### config.mk
export PLATFORM = sky130hd
export DESIGN_NAME = pluck_profile_gen
export DESIGN_NICKNAME = d
export VERILOG_FILES = /design/src/rtl/pluck_profile_gen.sv
export SDC_FILE = /design/constraint.sdc
export NUM_CORES = 1
export LEC_CHECK = 0
export CORE_ASPECT_RATIO = 0.5
export CORE_UTILIZATION = 36
export DETAILED_ROUTE_END_ITERATION = 12
export GPL_TIMING_DRIVEN = 0
export HOLD_SLACK_MARGIN = 0.03
export PLACE_DENSITY = 0.53
export RECOVER_POWER = 50
export SYNTH_ARGS = -nofsm -noshare
export SYNTH_HDL_FRONTEND = slang
export SYNTH_SLANG_ARGS = --single-unit
### constraint.sdc
create_clock -name clk -period 13.75 [get_ports clk]
set_input_delay 2.75 -clock clk [delete_from_list [all_inputs] [get_ports clk]]
set_output_delay 2.75 -clock clk [all_outputs]
set_load 0.01 [all_outputs]
### src/rtl/pluck_profile_gen.sv
// pluck_profile_gen: run-time triangular pluck profile,
// streamed as (addr, data) beats into the node loader.
module pluck_profile_gen #(
  parameter int NUM_NODES = 30,
  parameter int ADDR_W    = 5,
  parameter int DATA_W    = 32,
  parameter int FRAC_W    = 16
) (
  input  logic              clk,
  input  logic              reset,
  input  logic              start,
  input  logic              mode,
  input  logic [DATA_W-1:0] amplitude,
  input  logic [ADDR_W-1:0] peak_lo,
  input  logic [ADDR_W-1:0] peak_hi,
  output logic              busy,
  output logic              done,
  output logic              cfg_err,
  output logic              out_valid,
  input  logic              out_ready,
  output logic [ADDR_W-1:0] out_addr,
  output logic [DATA_W-1:0] out_data,
  output logic              out_last
);

  localparam int QW = DATA_W + FRAC_W;
  localparam int AW = QW + ADDR_W;
  localparam int CW = $clog2(QW);
  localparam logic [ADDR_W-1:0] LAST =
    ADDR_W'(NUM_NODES - 1);
  localparam logic [ADDR_W:0] NN =
    (ADDR_W+1)'(NUM_NODES);
  localparam logic [CW-1:0] CNT_END = CW'(QW - 1);

  typedef enum logic [2:0] {
    IDLE, CHECK, DIV_UP, DIV_DN,
    EMIT_UP, EMIT_FLAT, EMIT_DN, FIN
  } state_t;

  state_t state, nxt;

  logic              mode_q;
  logic [DATA_W-1:0] amp_q;
  logic [ADDR_W-1:0] lo_q, hi_q;
  logic              cfg_err_q;
  logic [ADDR_W-1:0] rem_q;
  logic [QW-1:0]     quo_q;
  logic [CW-1:0]     cnt_q;
  logic [QW-1:0]     step_up_q, step_dn_q;
  logic [AW-1:0]     acc_q;
  logic [ADDR_W-1:0] addr_q;

  logic              accept, bad_cfg;
  logic              up_skip, dn_skip;
  logic [ADDR_W-1:0] flat_start, flat_end;
  logic [ADDR_W-1:0] dn_len, div_d;
  logic [ADDR_W:0]   rem_sh;
  logic              div_ge, div_last, xfer;
  logic [ADDR_W-1:0] rem_nx;
  logic [QW-1:0]     quo_nx, step_nx, dividend;

  assign accept = start &&
    (state == IDLE || state == FIN);
  assign bad_cfg = (lo_q > hi_q) ||
    ({1'b0, hi_q} >= NN);
  assign up_skip = lo_q == '0;
  assign dn_skip = hi_q == LAST;
  assign flat_start = mode_q ? '0 : lo_q;
  assign flat_end = mode_q ? LAST : hi_q;
  assign dn_len = LAST - hi_q;
  assign div_d = (state == DIV_UP) ? lo_q : dn_len;
  assign dividend = {amp_q, {FRAC_W{1'b0}}};

  // restoring divider: one quotient bit per cycle
  assign rem_sh = {rem_q, quo_q[QW-1]};
  assign div_ge = rem_sh >= {1'b0, div_d};
  assign rem_nx = ADDR_W'(div_ge ?
    rem_sh - {1'b0, div_d} : rem_sh);
  assign quo_nx = {quo_q[QW-2:0], div_ge};
  assign step_nx = quo_nx + QW'(rem_nx != '0);
  assign div_last = cnt_q == CNT_END;
  assign xfer = out_valid & out_ready;

  always_ff @(posedge clk) begin
    if (reset) state <= IDLE;
    else       state <= nxt;
  end

  always_comb begin
    nxt = state;
    unique case (state)
      IDLE: if (accept) nxt = CHECK;
      CHECK: begin
        if (mode_q)        nxt = EMIT_FLAT;
        else if (bad_cfg)  nxt = FIN;
        else if (!up_skip) nxt = DIV_UP;
        else if (!dn_skip) nxt = DIV_DN;
        else               nxt = EMIT_FLAT;
      end
      DIV_UP:
        if (div_last) nxt = dn_skip ? EMIT_UP : DIV_DN;
      DIV_DN:
        if (div_last) nxt = up_skip ? EMIT_FLAT : EMIT_UP;
      EMIT_UP:
        if (xfer && addr_q == lo_q - ADDR_W'(1))
          nxt = EMIT_FLAT;
      EMIT_FLAT:
        if (xfer && addr_q == flat_end)
          nxt = (mode_q || dn_skip) ? FIN : EMIT_DN;
      EMIT_DN:
        if (xfer && addr_q == hi_q + ADDR_W'(1))
          nxt = FIN;
      FIN: nxt = accept ? CHECK : IDLE;
      default: nxt = IDLE;
    endcase
  end

  always_ff @(posedge clk) begin
    if (reset) begin
      mode_q    <= 1'b0;
      amp_q     <= '0;
      lo_q      <= '0;
      hi_q      <= '0;
      cfg_err_q <= 1'b0;
      rem_q     <= '0;
      quo_q     <= '0;
      cnt_q     <= '0;
      step_up_q <= '0;
      step_dn_q <= '0;
      acc_q     <= '0;
      addr_q    <= '0;
    end else begin
      if (accept) begin
        mode_q    <= mode;
        amp_q     <= amplitude;
        lo_q      <= peak_lo;
        hi_q      <= peak_hi;
        cfg_err_q <= 1'b0;
      end
      unique case (state)
        CHECK: begin
          cfg_err_q <= !mode_q && bad_cfg;
          rem_q     <= '0;
          quo_q     <= dividend;
          cnt_q     <= '0;
        end
        DIV_UP, DIV_DN: begin
          if (div_last) begin
            if (state == DIV_UP) step_up_q <= step_nx;
            else                 step_dn_q <= step_nx;
            rem_q <= '0;
            quo_q <= dividend;
            cnt_q <= '0;
          end else begin
            rem_q <= rem_nx;
            quo_q <= quo_nx;
            cnt_q <= cnt_q + CW'(1);
          end
        end
        EMIT_UP: if (xfer) begin
          addr_q <= addr_q + ADDR_W'(1);
          acc_q  <= acc_q + AW'(step_up_q);
        end
        EMIT_FLAT: if (xfer)
          addr_q <= addr_q + ADDR_W'(1);
        EMIT_DN: if (xfer) begin
          addr_q <= addr_q - ADDR_W'(1);
          acc_q  <= acc_q + AW'(step_dn_q);
        end
        default: ;
      endcase
      // each emit phase restarts its address and ramp
      if (nxt != state) begin
        unique case (nxt)
          EMIT_UP:   addr_q <= '0;
          EMIT_FLAT: addr_q <= flat_start;
          EMIT_DN:   addr_q <= LAST;
          default: ;
        endcase
        acc_q <= '0;
      end
    end
  end

  always_comb begin
    busy      = (state != IDLE) && (state != FIN);
    done      = state == FIN;
    cfg_err   = cfg_err_q;
    out_valid = 1'b0;
    out_addr  = '0;
    out_data  = '0;
    out_last  = 1'b0;
    unique case (state)
      EMIT_UP: begin
        out_valid = 1'b1;
        out_addr  = addr_q;
        out_data  = acc_q[FRAC_W +: DATA_W];
      end
      EMIT_FLAT: begin
        out_valid = 1'b1;
        out_addr  = addr_q;
        out_data  = mode_q ? '0 : amp_q;
        out_last  = (addr_q == flat_end) &&
                    (mode_q || dn_skip);
      end
      EMIT_DN: begin
        out_valid = 1'b1;
        out_addr  = addr_q;
        out_data  = acc_q[FRAC_W +: DATA_W];
        out_last  = addr_q == hi_q + ADDR_W'(1);
      end
      default: ;
    endcase
  end

endmodule

==> out/metrics.cfg, run 1 <==
[status]
status=finished clean

[clock_network]
clkLatencyLatePin_ps=570
ctsHoldBuffers=0
ctsResizeCount=0
cts_buffers=26
h-tree-depth=1
cts_setup_buffers=0
clock-sinks=255
cts_tree=built
cts_root_buf=clkbuf_16
clk_pin_slew_worst_paths_ps=70
clk_path_buf_depth=3

[placed_design]
placedInstanceArea_um2=16200
dp_hpwl_um=39000
post-place-ws_ps=7180
port_buffers=87
dp.cells=2468
place.gp.congestion=0.936

[timing]
clock.fmax_mhz=145
tns_ps=0
tightest_slew_ps=1000
min_period_ps=6910
setup_viol=0
finalHoldViolations=0
slew_violations=0
grt_setup_unrepaired=false
timing.hold.ws_ps=457
setup_ws_ps=6840
relSlewSlack=0.327
fin_crit_sh=0.503
fin_skew_ps=24.2

[drt]
routed_wl_um=50500
drc=0
vias_per_cell=5.55
drt-wirelength-per-cell_um=20.1
route.met2.wl_um=20900
drt_pass1_iterations=5
met1Wirelength_um=25500
ant_nets=0
top_layer=met4
drt_iter0_drc=1103
via_count=14000
met3_wirelength_um=2990

[die]
die_w_um=287
fp.dieArea_um2=41600
rows=51
ios=89
die_y_um=145
core_um2=39500
start_util=0.371

[critical_path]
cp.buffers_inverters=4
arrival_ps=7320
cpMaxStageDelayCell=nor4_1
crit_path_end_kind=register
critical_path_required_ps=14160
worstSetupStartpointType=register
crit_fanout=10
cp_top_family=simple AND/OR/NAND/NOR gates
critPathMaxStageDelay_ps=670
critical_path_class=reg2reg

[cells_and_area]
drive_gt1_frac=0.0599
n_antenna_cell=0
final_design_area_no_fill_um2=17100
fin_util=0.432
nNetsFinal=2082
area_delta_synth_final_pct=16.3
mostFrequentLayoutCells=nand2_1, dfxtp_1, nor2_1
final_cells=2516

[grt]
grt_pass1_vias=12800
grt_start_max_net_pins=16
grt_antenna_before_repair=1
grt_usage=0.240
grt_overflow_total=0
grt_pass1_wl_um=76600

[yosys]
synth_warnings=0
synth-seq-cells=255
synth-edff-count=0
synth.avg_cell_area_um2=7.93
yosysTopAreaCellShare=0.348
synth_area_leaders=dfxtp_1, nand2_1, a21oi_1
async_flop_share=0
syn_area_um2=14700
synthCells=1850
synthDistinctLibCells=77
syn-num-nets=1966
synth-seq-area-share=0.348
ys.flop_type=dfxtp_1
synth.largest_area_cell=dfxtp_1

[pwr]
total_power_mw=2.39
ir_drop_mv=0.104
power.density_nw_per_um2=140
power.leakage_nw=6.39

[worst_hold_path]
hold_path.class=reg2reg

[job]
max_cap_viol_count=0

-- logic make-up (layout without fill, tap and decap cells) --
group,after synthesis,in the layout,synth area share
compound gates,519,519,0.238
mux,53,53,0.0403
buf+inv,161,297,0.0434
xor+xnor,102,102,0.0614
simple gates,691,691,0.209
flops,255,255,0.348
fa+ha+maj,69,69,0.0599
-- worst register-to-register path, delay by kind of cell, from the launching register on --
family,cells,cell delay [ps]
adders and majority gates,4,1160
and+or+nand+nor,15,3070
buffers and inverters,4,1240
DFF,1,310
AOI/OAI and AO/OA,4,720
xor gates and xnor gates,1,250
-- state kept, by name, indices dropped and copies added, names as in the netlist --
name       count
state          3
amp_q         32
rem_q          5
acc_q         48
step_up_q     48
mode_q         1
addr_q         5
quo_q         48
lo_q           5
hi_q           5
cnt_q          6
cfg_err        1
step_dn_q     48
-- path summary, 6_finish.rpt --
check                                          startpoint                         end  slack (ps)  cells after the start
worst max-delay path                  state[1]$_SDFF_PP0_  step_up_q[38]$_SDFFE_PP0P_        6840                     28
worst min-delay path            step_dn_q[1]$_SDFFE_PP0P_   step_dn_q[1]$_SDFFE_PP0P_         460                      2
worst max register to register        state[1]$_SDFF_PP0_  step_up_q[38]$_SDFFE_PP0P_        6840                     28
worst min register to register  step_dn_q[1]$_SDFFE_PP0P_   step_dn_q[1]$_SDFFE_PP0P_         460                      2
-- cell usage after synthesis, types with 5 or more instances --
master	n
dfxtp_1	255
nand2_1	255
nor2_1	226
a21oi_1	181
clkbuf_1	110
a211oi_1	83
ha_1	67
a22oi_1	53
xor2_1	52
xnor2_1	49
mux2_2	48
nor3_1	48
nand3_1	42
a21o_1	35
a22o_1	32
and3_1	32
o21ai_0	32
inv_1	30
nand4_1	27
a31oi_1	12
nand2b_1	12
buf_2	11
o21a_1	11
nor2b_1	10
and2_1	9
o211ai_1	9
o31ai_1	9
nor4_1	7
a211o_1	6
and4_1	6
o21bai_1	6
a221oi_1	5
mux2i_1	5
o22ai_1	5
-- area by class of cell --
class | count | area [µm²]
inverters | 34 | 128
clock inverters | 17 | 181
repair buffers | 88 | 878
fillers | 4105 | 22400
flip-flops and latches | 255 | 5100
clock buffers | 31 | 701
multi-input cells | 1434 | 8900
well taps | 530 | 663
plain buffers | 127 | 503
-- routing by layer --
layer	up-vias	track usage
met5	-	0
met4	0	0.0566
met3	70	0.0329
met2	361	0.363
met1	6657	0.358
li1	6874	-
-- power breakdown --
group	leakage, nW	internal (mW)	switching, mW	total [mW]
sequential	2.06	0.796	0.0809	0.876
combinational	3.90	0.222	0.530	0.753
clock	0.427	0.423	0.338	0.762
No activity file was read; power rests on OpenSTA's default activity.
==> inputs of run 2 (changes only) <==
PLACE_DENSITY = 0.55   (was 0.53)
clock period = 6 ns   (was 13.75 ns; I/O delays follow)
==> out/metrics.cfg, run 2 (synthesized netlist as in run 1, its figures left out) <==
[status]
status=finished clean  ; unchanged

[timing]
finalHoldViolations=0  ; unchanged
fin_crit_sh=0.945  ; was 0.503
fin_skew_ps=11.1  ; was 24.2 ps
setup_ws_ps=328  ; was 6840 ps
clock.fmax_mhz=176  ; was 145 MHz
tightest_slew_ps=1020  ; was 1000 ps
timing.hold.ws_ps=456  ; was 457 ps
tns_ps=0  ; unchanged
grt_setup_unrepaired=false  ; unchanged
relSlewSlack=0.314  ; was 0.327
slew_violations=0  ; unchanged
min_period_ps=5670  ; was 6910 ps
setup_viol=0  ; unchanged

[pwr]
ir_drop_mv=0.195  ; was 0.104 mV
pwr-share-seq=0.373  ; was 0.367
switching_share=0.392  ; was 0.397
switchingPower_mw=2.13  ; was 0.949 mW
clock_power_share=0.307  ; was 0.319
internal_power_mw=3.30  ; was 1.44 mW
p_comb_frac=0.320  ; was 0.315
power.leakage_nw=6.46  ; was 6.39 nW
power.density_nw_per_um2=317  ; was 140 nW/µm²

[cells_and_area]
nNetsFinal=2081  ; was 2082
drive_gt1_frac=0.0665  ; was 0.0599
mostFrequentLayoutCells=nand2_1, dfxtp_1, nor2_1  ; unchanged
n_antenna_cell=0  ; unchanged
fin_util=0.433  ; was 0.432
fillers=4029  ; was 4105
final_cells=2514  ; was 2516
area_delta_synth_final_pct=16.6  ; was 16.3%

[drt]
vias_per_cell=5.52  ; was 5.55
via_count=13900  ; was 14000
drc=0  ; unchanged
drt-wirelength-per-cell_um=19.9  ; was 20.1 µm
ant_nets=0  ; unchanged
routed_wl_um=50100  ; was 50500 µm
drt_iter0_drc=1086  ; was 1103
drt_pass1_iterations=5  ; unchanged

[critical_path]
crit_path_end_kind=register  ; unchanged
crit_fanout=10  ; unchanged
critical_path_required_ps=6450  ; was 14160 ps
worstSetupStartpointType=register  ; unchanged
critical_path_class=reg2reg  ; unchanged
arrival_ps=6120  ; was 7320 ps

[placed_design]
place.gp.congestion=0.963  ; was 0.936
dp.cells=2468  ; unchanged
port_buffers=87  ; unchanged
dp_hpwl_um=38800  ; was 39000 µm
post-place-ws_ps=-527  ; was 7180 ps

[clock_network]
h-tree-depth=1  ; unchanged
clk_pin_slew_worst_paths_ps=70  ; about the same
cts_root_buf=clkbuf_16  ; unchanged
clkLatencyLatePin_ps=550  ; was 570 ps
clock-sinks=255  ; unchanged
cts_buffers=26  ; unchanged
clk_path_buf_depth=3  ; unchanged
cts_tree=built  ; unchanged

[grt]
grt_usage=0.240  ; about the same
grt_pass1_wl_um=76800  ; was 76600 µm
grt_overflow_total=0  ; unchanged
grt_antenna_before_repair=0  ; was 1
grt_pass1_vias=12900  ; was 12800
grt_start_max_net_pins=15  ; was 16

[die]
die_w_um=287  ; unchanged
start_util=0.371  ; unchanged
core_um2=39500  ; unchanged
die_y_um=145  ; unchanged
rows=51  ; unchanged
fp.dieArea_um2=41600  ; unchanged
ios=89  ; unchanged

[job]
max_cap_viol_count=0  ; unchanged

[worst_hold_path]
hold_path.class=reg2reg  ; unchanged

==> run 2: cell types whose count changed in the layout (fill, tap and decap cells not counted), sizes merged <==
cell and delta:
bufinv -1, clkinvlp -3, inv -1, buf +1
clkinv +1, clkbuf +1
==> run 2: power by group through the flow <==
stage                     clock network, mW  registers, mW  logic [mW]
after detailed placement                  0           2.05        1.73
after floorplan                           0           1.96        1.14
final                                  1.66           2.02        1.74
after CTS                              1.70           2.01        1.74
after global routing                   1.77           2.04        1.89
after global placement                    0           2.05        1.73
==> run 2: cell type report <==
type                    instances  area, µm²  share of cell area
plain buffers                 125        502              0.0293
clock buffers                  34        732              0.0428
clock inverters                13        121             0.00710
inverters                      34        128             0.00746
multi-input cells            1434       8960               0.524
flip-flops and latches        255       5110               0.299
well taps                     530        663              0.0388
repair buffers                 89        886              0.0518
==> run 2: worst max-delay path, cell delays in order (launching register included) <==
cell and delay, ps:
dfxtp_1 480, nor2b_1 170, clkbuf_2 260, nand2_2 280, clkbuf_2 340, clkbuf_2 340
mux2_1 440, ha_1 240, fa_1 400, a21o_1 210, a221oi_1 530, o32ai_2 230
a31oi_2 430, o31ai_4 150, a21oi_1 270, o31ai_1 140, o32ai_1 280, xor2_1 130
a211oi_1 240
==> run 2: per-stage QoR <==
stage               instance area (µm²)  total power, mW
floorplan                         14700             3.11
global placement                  16200             3.78
detailed placement                16200             3.78
CTS                               17100             5.44
global route                      17100             5.71
finish                            17100             5.43
==> run 2: final timing paths <==
kind,from,to,depth (start not counted),slack [ps]
setup / recovery,state[2]$_SDFF_PP0_,acc_q[46]$_SDFFE_PP0P_,18,330
hold / removal,step_dn_q[1]$_SDFFE_PP0P_,step_dn_q[1]$_SDFFE_PP0P_,2,460
setup reg to reg,state[2]$_SDFF_PP0_,acc_q[46]$_SDFFE_PP0P_,18,330
hold reg to reg,step_dn_q[1]$_SDFFE_PP0P_,step_dn_q[1]$_SDFFE_PP0P_,2,460
==> run 2: what timing repair did <==
item | 4_1_cts | 5_1_grt
setup buffers | 0 | 1
pin swaps | 0 | 0
resized for setup | 5 | 8
setup endpoints to repair | 46 | 47
hold buffers | 0 | 0
==> run 2: per-layer routing <==
metal  track usage  share of wire  up-vias
li1              -              -     6861
met2         0.362           0.42      339
met3        0.0520          0.069       53
met5             0              0        -
met1         0.349           0.49     6613
met4        0.0493          0.018        0
